[src/rtl/conv_window_gen.sv]
// Streaming SIZE x SIZE sliding-window generator feeding conv; buffers SIZE-1 lines.
// Optional macro CONV_WIN_SOF_EN adds a 'sof' input that restarts framing on accept.
module conv_window_gen #(
  parameter int SIZE      = 3,
  parameter int WIDTH_BIT = 8,
  parameter int IMG_W     = 8,
  parameter int IMG_H     = 8
) (
  input  logic                                     clock,
  input  logic                                     nreset,
  input  logic                                     in_valid,
  output logic                                     in_ready,
  input  logic [WIDTH_BIT-1:0]                     pix_in,
`ifdef CONV_WIN_SOF_EN
  input  logic                                     sof,
`endif
  output logic                                     out_valid,
  input  logic                                     out_ready,
  output logic [SIZE-1:0][SIZE-1:0][WIDTH_BIT-1:0] winMatrix,
  output logic                                     frame_done
);
  localparam int CW = (IMG_W > 1) ? $clog2(IMG_W) : 1;
  localparam int RW = (IMG_H > 1) ? $clog2(IMG_H) : 1;
  localparam logic [CW-1:0] COL_LAST = CW'(IMG_W - 1);
  localparam logic [CW-1:0] COL_WIN  = CW'(SIZE - 1);
  localparam logic [RW-1:0] ROW_LAST = RW'(IMG_H - 1);
  localparam logic [RW-1:0] ROW_WIN  = RW'(SIZE - 1);
  localparam logic [RW-1:0] ROW_FILL = RW'(SIZE - 2);

  typedef enum logic {FILL, ACTIVE} state_e;
  typedef logic [SIZE-1:0][SIZE-1:0][WIDTH_BIT-1:0] win_t;

  state_e               state_q, state_d;
  logic [CW-1:0]        col_q, col_d, col_e;
  logic [RW-1:0]        row_q, row_d, row_e;
  win_t                 win_q, win_d;
  logic [WIDTH_BIT-1:0] lb_q [SIZE-1][IMG_W];
  logic                 out_valid_q, out_valid_d;
  logic                 frame_done_q, frame_done_d;
  logic                 acc, sof_e, last_col, last_pix, win_done;

`ifdef CONV_WIN_SOF_EN
  assign sof_e = sof;
`else
  assign sof_e = 1'b0;
`endif

  assign in_ready = !out_valid_q || out_ready;
  assign acc      = in_valid && in_ready;
  // A start-of-frame pixel is processed as coordinate (0,0) in the same cycle.
  assign col_e    = sof_e ? '0 : col_q;
  assign row_e    = sof_e ? '0 : row_q;
  assign last_col = (col_e == COL_LAST);
  assign last_pix = last_col && (row_e == ROW_LAST);
  assign win_done = (row_e >= ROW_WIN) && (col_e >= COL_WIN);

  always_comb begin
    state_d      = state_q;
    col_d        = col_q;
    row_d        = row_q;
    win_d        = win_q;
    out_valid_d  = out_ready ? 1'b0 : out_valid_q;
    frame_done_d = 1'b0;
    if (acc) begin
      col_d        = last_col ? '0 : col_e + CW'(1);
      row_d        = last_pix ? '0 : (last_col ? row_e + RW'(1) : row_e);
      frame_done_d = last_pix;
      if (win_done) out_valid_d = 1'b1;
      for (int i = 0; i < SIZE; i++)
        for (int j = 0; j < SIZE-1; j++)
          win_d[i][j] = win_q[i][j+1];
      for (int i = 0; i < SIZE-1; i++)
        win_d[i][SIZE-1] = lb_q[i][col_e];
      win_d[SIZE-1][SIZE-1] = pix_in;
      case (state_q)
        FILL:    if (last_col && row_e == ROW_FILL) state_d = ACTIVE;
        ACTIVE:  if (sof_e || last_pix) state_d = FILL;
        default: state_d = FILL;
      endcase
    end
  end

  always_ff @(posedge clock or posedge nreset) begin
    if (nreset) begin
      state_q      <= FILL;
      col_q        <= '0;
      row_q        <= '0;
      win_q        <= '0;
      out_valid_q  <= 1'b0;
      frame_done_q <= 1'b0;
      for (int k = 0; k < SIZE-1; k++)
        for (int c = 0; c < IMG_W; c++)
          lb_q[k][c] <= '0;
    end else begin
      state_q      <= state_d;
      col_q        <= col_d;
      row_q        <= row_d;
      win_q        <= win_d;
      out_valid_q  <= out_valid_d;
      frame_done_q <= frame_done_d;
      // Vertical shift of one column: oldest line drops out, newest pixel enters.
      if (acc) begin
        for (int k = 0; k < SIZE-2; k++)
          lb_q[k][col_e] <= lb_q[k+1][col_e];
        lb_q[SIZE-2][col_e] <= pix_in;
      end
    end
  end

  assign out_valid  = out_valid_q;
  assign frame_done = frame_done_q;
  assign winMatrix  = win_q;

endmodule

[config.mk]
export PLATFORM = sky130hd
export DESIGN_NAME = conv_window_gen
export DESIGN_NICKNAME = d
export VERILOG_FILES = /design/src/rtl/conv_window_gen.sv
export SDC_FILE = /design/constraint.sdc
export NUM_CORES = 1
export LEC_CHECK = 0
export BUFFER_PORTS_ARGS = -buffer_cell sky130_fd_sc_hd__buf_2
export CAP_MARGIN = 5
export CORE_MARGIN = 4
export CORE_UTILIZATION = 60
export DETAILED_ROUTE_END_ITERATION = 16
export PLACE_DENSITY = 0.82
export SYNTH_ARGS = -nofsm -noshare
export SYNTH_HDL_FRONTEND = slang
export SYNTH_SLANG_ARGS = --single-unit
[constraint.sdc]
create_clock -name clock -period 13.6 [get_ports clock]
set_input_delay 0 -clock clock [delete_from_list [all_inputs] [get_ports clock]]
set_output_delay 0 -clock clock [all_outputs]
set_load 0.03 [all_outputs]
# Yosys cells after proc, flatten, opt, wreduce, memory -nomap -nowiden
# Index checks and enable logic that the tools add are counted.
[totals]
regBits = 208
input_bits = 12
out_inout_bits = 75
word_cells = 63
[classes]
n_addsub = 2
magnitude_cmp = 4
eq_ne = 2
mux = 17
bitwise = 1
n_reduce_logical = 8
[op_table]
columns = ["op", "n"]
rows = [
  ["64-bit bitwise mux", 2],
  ["8-bit binary-select mux with 3-bit select", 2],
  ["8-bit 2-to-1 mux", 5],
  ["8-bit demux with 3-bit select", 1],
  ["3-bit 2-to-1 mux", 3],
  ["3-bit by 1-bit adder with 3-bit output (second input constant)", 2],
  ["3-bit equality test (second input constant)", 2],
  ["3-bit by 2-bit greater-or-equal comparator with 1-bit output (second input constant)", 2],
  ["4-bit greater-or-equal comparator (second input constant)", 1],
  ["1-bit logical AND", 4],
  ["4-bit by 1-bit < comparator with 1-bit output (second input constant)", 1],
  ["1-bit 2-to-1 mux", 4],
  ["3-bit inverter with 4-bit output", 1],
  ["2-bit AND reduction", 1],
  ["2-bit nonzero test", 1],
  ["1-bit zero test", 1],
  ["1-bit logical OR", 1],
]

# Logic depth before layout (Yosys ltp)
[logic_depth]
word_depth = 6
ltp_mapped = 8
mapped_depth_nobuf = 5

# Least setup slack after synthesis
# Ideal clock, no wire load.
[synth_timing]
path_type = "register to register"
start = "register out_valid_q (netlist: out_valid)"
end = "register lb_q[123] (netlist name)"
setup_time_ns = 0.125
arrival_ns = 1.802
required_ns = 13.475
slack_ns = 11.673
stages_incl_launch_ff = 7
n_path_buf = 3
synth_period_minus_slack_ns = 1.927
cell_sequence = "dfrtp_1 -> nor2b_1 -> buf_6 -> or4_4 -> buf_6 -> buf_6 -> mux2_4"
[synth_via]
elab_chain_cells = 3
[synth_rtl]
columns = ["item", "line", "source"]
rows = [
  ["start, declared", "38", "logic out_valid_q, out_valid_d;"],
  ["start signal, assigned", "99", "out_valid_q <= out_valid_d;"],
  ["1-bit zero test", "48", "assign in_ready = !out_valid_q || out_ready;"],
  ["1-bit logical OR", "48", ""],
  ["1-bit logical AND", "49", "assign acc = in_valid && in_ready;"],
  ["end signal, assigned by index", "104", "lb_q[k][col_e] <= lb_q[k+1][col_e];"],
  ["end signal, assigned by index", "105", "lb_q[SIZE-2][col_e] <= pix_in;"],
  ["end, declared", "37", "logic [WIDTH_BIT-1:0] lb_q [SIZE-1][IMG_W];"],
]
# No other way between the ends.
# A chain may end at the register's enable or synchronous reset.

# Worst setup path in the final report
[layout_timing]
start = "register out_valid_q (netlist: out_valid)"
end = "register col_q[0] (netlist: col_e[0])"
[layout_via]
elab_chain_cells = 3
[layout_rtl]
columns = ["item", "line", "source"]
rows = [
  ["1-bit zero test", "48", ""],
  ["1-bit logical OR", "48", ""],
  ["1-bit logical AND", "49", ""],
  ["end signal, assigned", "96", "col_q <= col_d;"],
  ["end, declared", "34", "logic [CW-1:0] col_q, col_d, col_e;"],
]
# No other way between the ends.

==> results.yml <==
min_path:
  hold_path_end: "out_valid$_DFF_PP0_"
  hold_start: "out_ready"
  holdCritPathClass: "input port to register"
  min_path_cells: 4
floorplan:
  io_pins: 87
  core_area_sq_um: 14500
  die_h_um: 130
  dieArea_sq_um: 16800
  start_util: 0.612
  num_rows: 44
  die_w_um: 130
timing:
  fin_crit_ns: 2.76
  relSlewSlack: 0.290
  setup_viol: 0
  tightest_slew_ns: 1.06
  fmax_mhz: 362
  min_period_over_period: 0.203
  worst_clock_skew_ns: 0.0122
  hold_violations: 0
  slew_viol_final: 0
  rsz0062_at_grt: "false"
  finalSetupTns_ns: 0
power:
  p_leak_uw: 0.00489
  p_sw_uw: 1100
  p_sw_frac: 0.400
  ir_worst_vdd_uv: 121
  powerDensity_nw_per_um2: 271
  internal-power_uw: 1650
  p_clk_frac: 0.192
  p_comb_frac: 0.417
  power_frac_seq: 0.391
clocking:
  cts-root-buf: "clkbuf_16"
  clkTransAtPathRegs_ns: 0.06
  numCtsBuffers: 21
  cts_tree: "built"
  cts_num_sinks: 208
  htree_levels: 1
  cts_resized: 0
  worstSkewPairLatency_ns: 0.48
  clock_path_buffers: 3
synth:
  synth.ff_latch_count: 208
  ys_top_cells_by_area: "dfrtp_1 (58%), mux2_2 (9.9%), nand2_1 (8.3%), mux2i_1 (4.8%), a21oi_1 (2.5%)"
  synth_edf_count: 0
  synthTopCellsByCount: "dfrtp_1 (208), nand2_1 (197), mux2_2 (78)"
  postSynthAreaPerCell_sq_um: 11.1
  syn_inst: 805
  ys_seq_area_frac: 0.585
  synthArstFlopShare: 1.00
  synth_top_area_frac: 0.585
  ys_warn_count: 0
  yosys.area.top_type: "dfrtp_1"
  syn-num-nets: 822
  synth_area_sq_um: 8900
  synth_most_common_cell: "dfrtp_1"
  synthFlopType: "dfrtp_1"
  synth_cell_types: 46
worst_setup_path:
  worst_r2r_path_depth: 6
  crit_cells: 6
  r2r-end: "col_e[0]$_DFFE_PP0P_"
  start_kind: "register"
  crit_path_cell_trace: "nor2b_1, inv_1, nand2_2, buf_4, or3_1, o21ai_0"
  crit_slowest_cell: "nor2b_1"
  reg2reg_slack_ns: 10.84
  cp_max_fo: 40
  worst_path_largest_cell_delay_ns: 0.75
  critPathCaptureType: "register"
  crit_type: "register to register"
  cpLargestDelayFamily: "simple AND/OR/NAND/NOR gates"
  reg2reg_from: "out_valid$_DFF_PP0_"
  crit_buf_inv: 2
  required_ns: 13.95
  arrival_ns: 3.12
place:
  dp_hpwl_um: 11900
  port_buffers: 86
  gp_congestion: 0.800
global_routing:
  track_usage: 0.237
  grt_pass1_vias: 6035
  grt_start_max_net_pins: 137
  grt_overflow: 0
  grt_pass1_wl_um: 31900
  antenna_found_initial: 0
routing:
  vias: 6216
  via_per_inst: 5.74
  drt_iter0_markers: 517
  drtAntennaViolNets: 0
  drt-wirelength-per-cell_um: 18.1
  drt_first_pass_iters: 8
  drc_errors: 0
  drt-total-wl_um: 19500
finish:
  final_nets: 903
  drive_above_1_share: 0.258
  num_antenna_cells: 0
  utilization: 0.699
  area_growth_pct: 14.2
run:
  maxCapViolations: 0
run_status:
  run_status: "completed"
-- cell usage in the layout, fill, tap and decap left out, types with 4 or more instances in the layout --
| cell | instances |
|---|---|
| a31oi_1 | 4 |
| nor2b_1 | 4 |
| clkbuf_16 | 21 |
| inv_1 | 5 |
| mux2_2 | 78 |
| mux2_4 | 8 |
| nor2_1 | 57 |
| a221oi_1 | 4 |
| nand2_1 | 196 |
| o22ai_1 | 16 |
| dlygate4sd3_1 | 10 |
| a22oi_1 | 9 |
| clkbuf_1 | 8 |
| nand2b_1 | 7 |
| a21oi_1 | 45 |
| buf_2 | 86 |
| dfrtp_1 | 206 |
| nor3_2 | 6 |
| ha_1 | 5 |
| buf_4 | 13 |
| mux2i_1 | 43 |
| clkinv_2 | 4 |
| o21ai_0 | 22 |
-- power by group through the flow --
stage / Sequential (uW) / Combinational, uW / Clock (uW)
detailed placement: 1090 / 1140 / 0
global placement: 1070 / 1110 / 0
finish: 1080 / 1150 / 530
CTS: 1080 / 1150 / 542
global route: 1120 / 1250 / 568
floorplan: 1230 / 689 / 0
-- repair_timing --
action / in CTS / in global routing
hold buffers: 10 / 0
buffers inserted: 0 / 0
hold endpoints to repair: 208 / 0
-- per-layer routing --
metal  global-route usage  vias to the layer above  routed length [um]
li1                     -                     2909                   -
met1                0.340                     3050                8590
met2                0.380                      214                9120
met3               0.0340                       43                1220
met4               0.0733                        0                 613
met5                    0                        -                   0
-- area by class of cell --
cell class | count | area (sq um)
clock inverter | 5 | 50.0
clock buffer | 30 | 569
fill | 1025 | 4370
inverter | 6 | 30.0
tap | 184 | 230
sequential | 208 | 5210
timing repair buffer | 109 | 628
multi-input combinational | 540 | 3450
-- metrics by stage --
stage | hold slack [ns] | std cells | cell area, sq um | setup slack, ns | total power (uW)
3_3_place_gp | 0.270 | 1037 | 9440 | 10.98 | 2190
6_report | 0.128 | 1082 | 10200 | 10.84 | 2760
5_1_grt | 0.147 | 1082 | 10200 | 10.59 | 2930
3_5_place_dp | 0.269 | 1037 | 9440 | 10.91 | 2230
4_1_cts | 0.0999 | 1082 | 10200 | 10.85 | 2770
2_1_floorplan | 0.105 | 805 | 8900 | 7.92 | 1920
-- registers in the layout, summed over array words and instances (netlist names) --
signal	cells
out_valid	1
lb_q	128
winMatrix	72
frame_done	1
row_e	3
col_e	3
-- worst min-delay path, stage by stage --
cell and delay (ns):
buf_2 0.09, nor2b_1 0.18, inv_1 0.21, nand2_1 0.09
-- kinds of logic after synthesis --
family | Yosys count | synth area share
simple gates | 289 | 0.134
flops | 208 | 0.585
mux | 131 | 0.164
compound gates | 115 | 0.0787
buf+inv | 57 | 0.0315
fa+ha+maj | 5 | 0.00703
-- worst max-delay path by stage --
stage                              startpoint                         to
after detailed placement  out_valid$_DFF_PP0_       col_e[0]$_DFFE_PP0P_
after global placement    out_valid$_DFF_PP0_       col_e[0]$_DFFE_PP0P_
after global routing      out_valid$_DFF_PP0_  winMatrix[16]$_DFFE_PP0P_
final                     out_valid$_DFF_PP0_       col_e[0]$_DFFE_PP0P_
after CTS                 out_valid$_DFF_PP0_       col_e[0]$_DFFE_PP0P_
after floorplan                        nreset       col_e[0]$_DFFE_PP0P_
(Power assumes the default switching activity.)
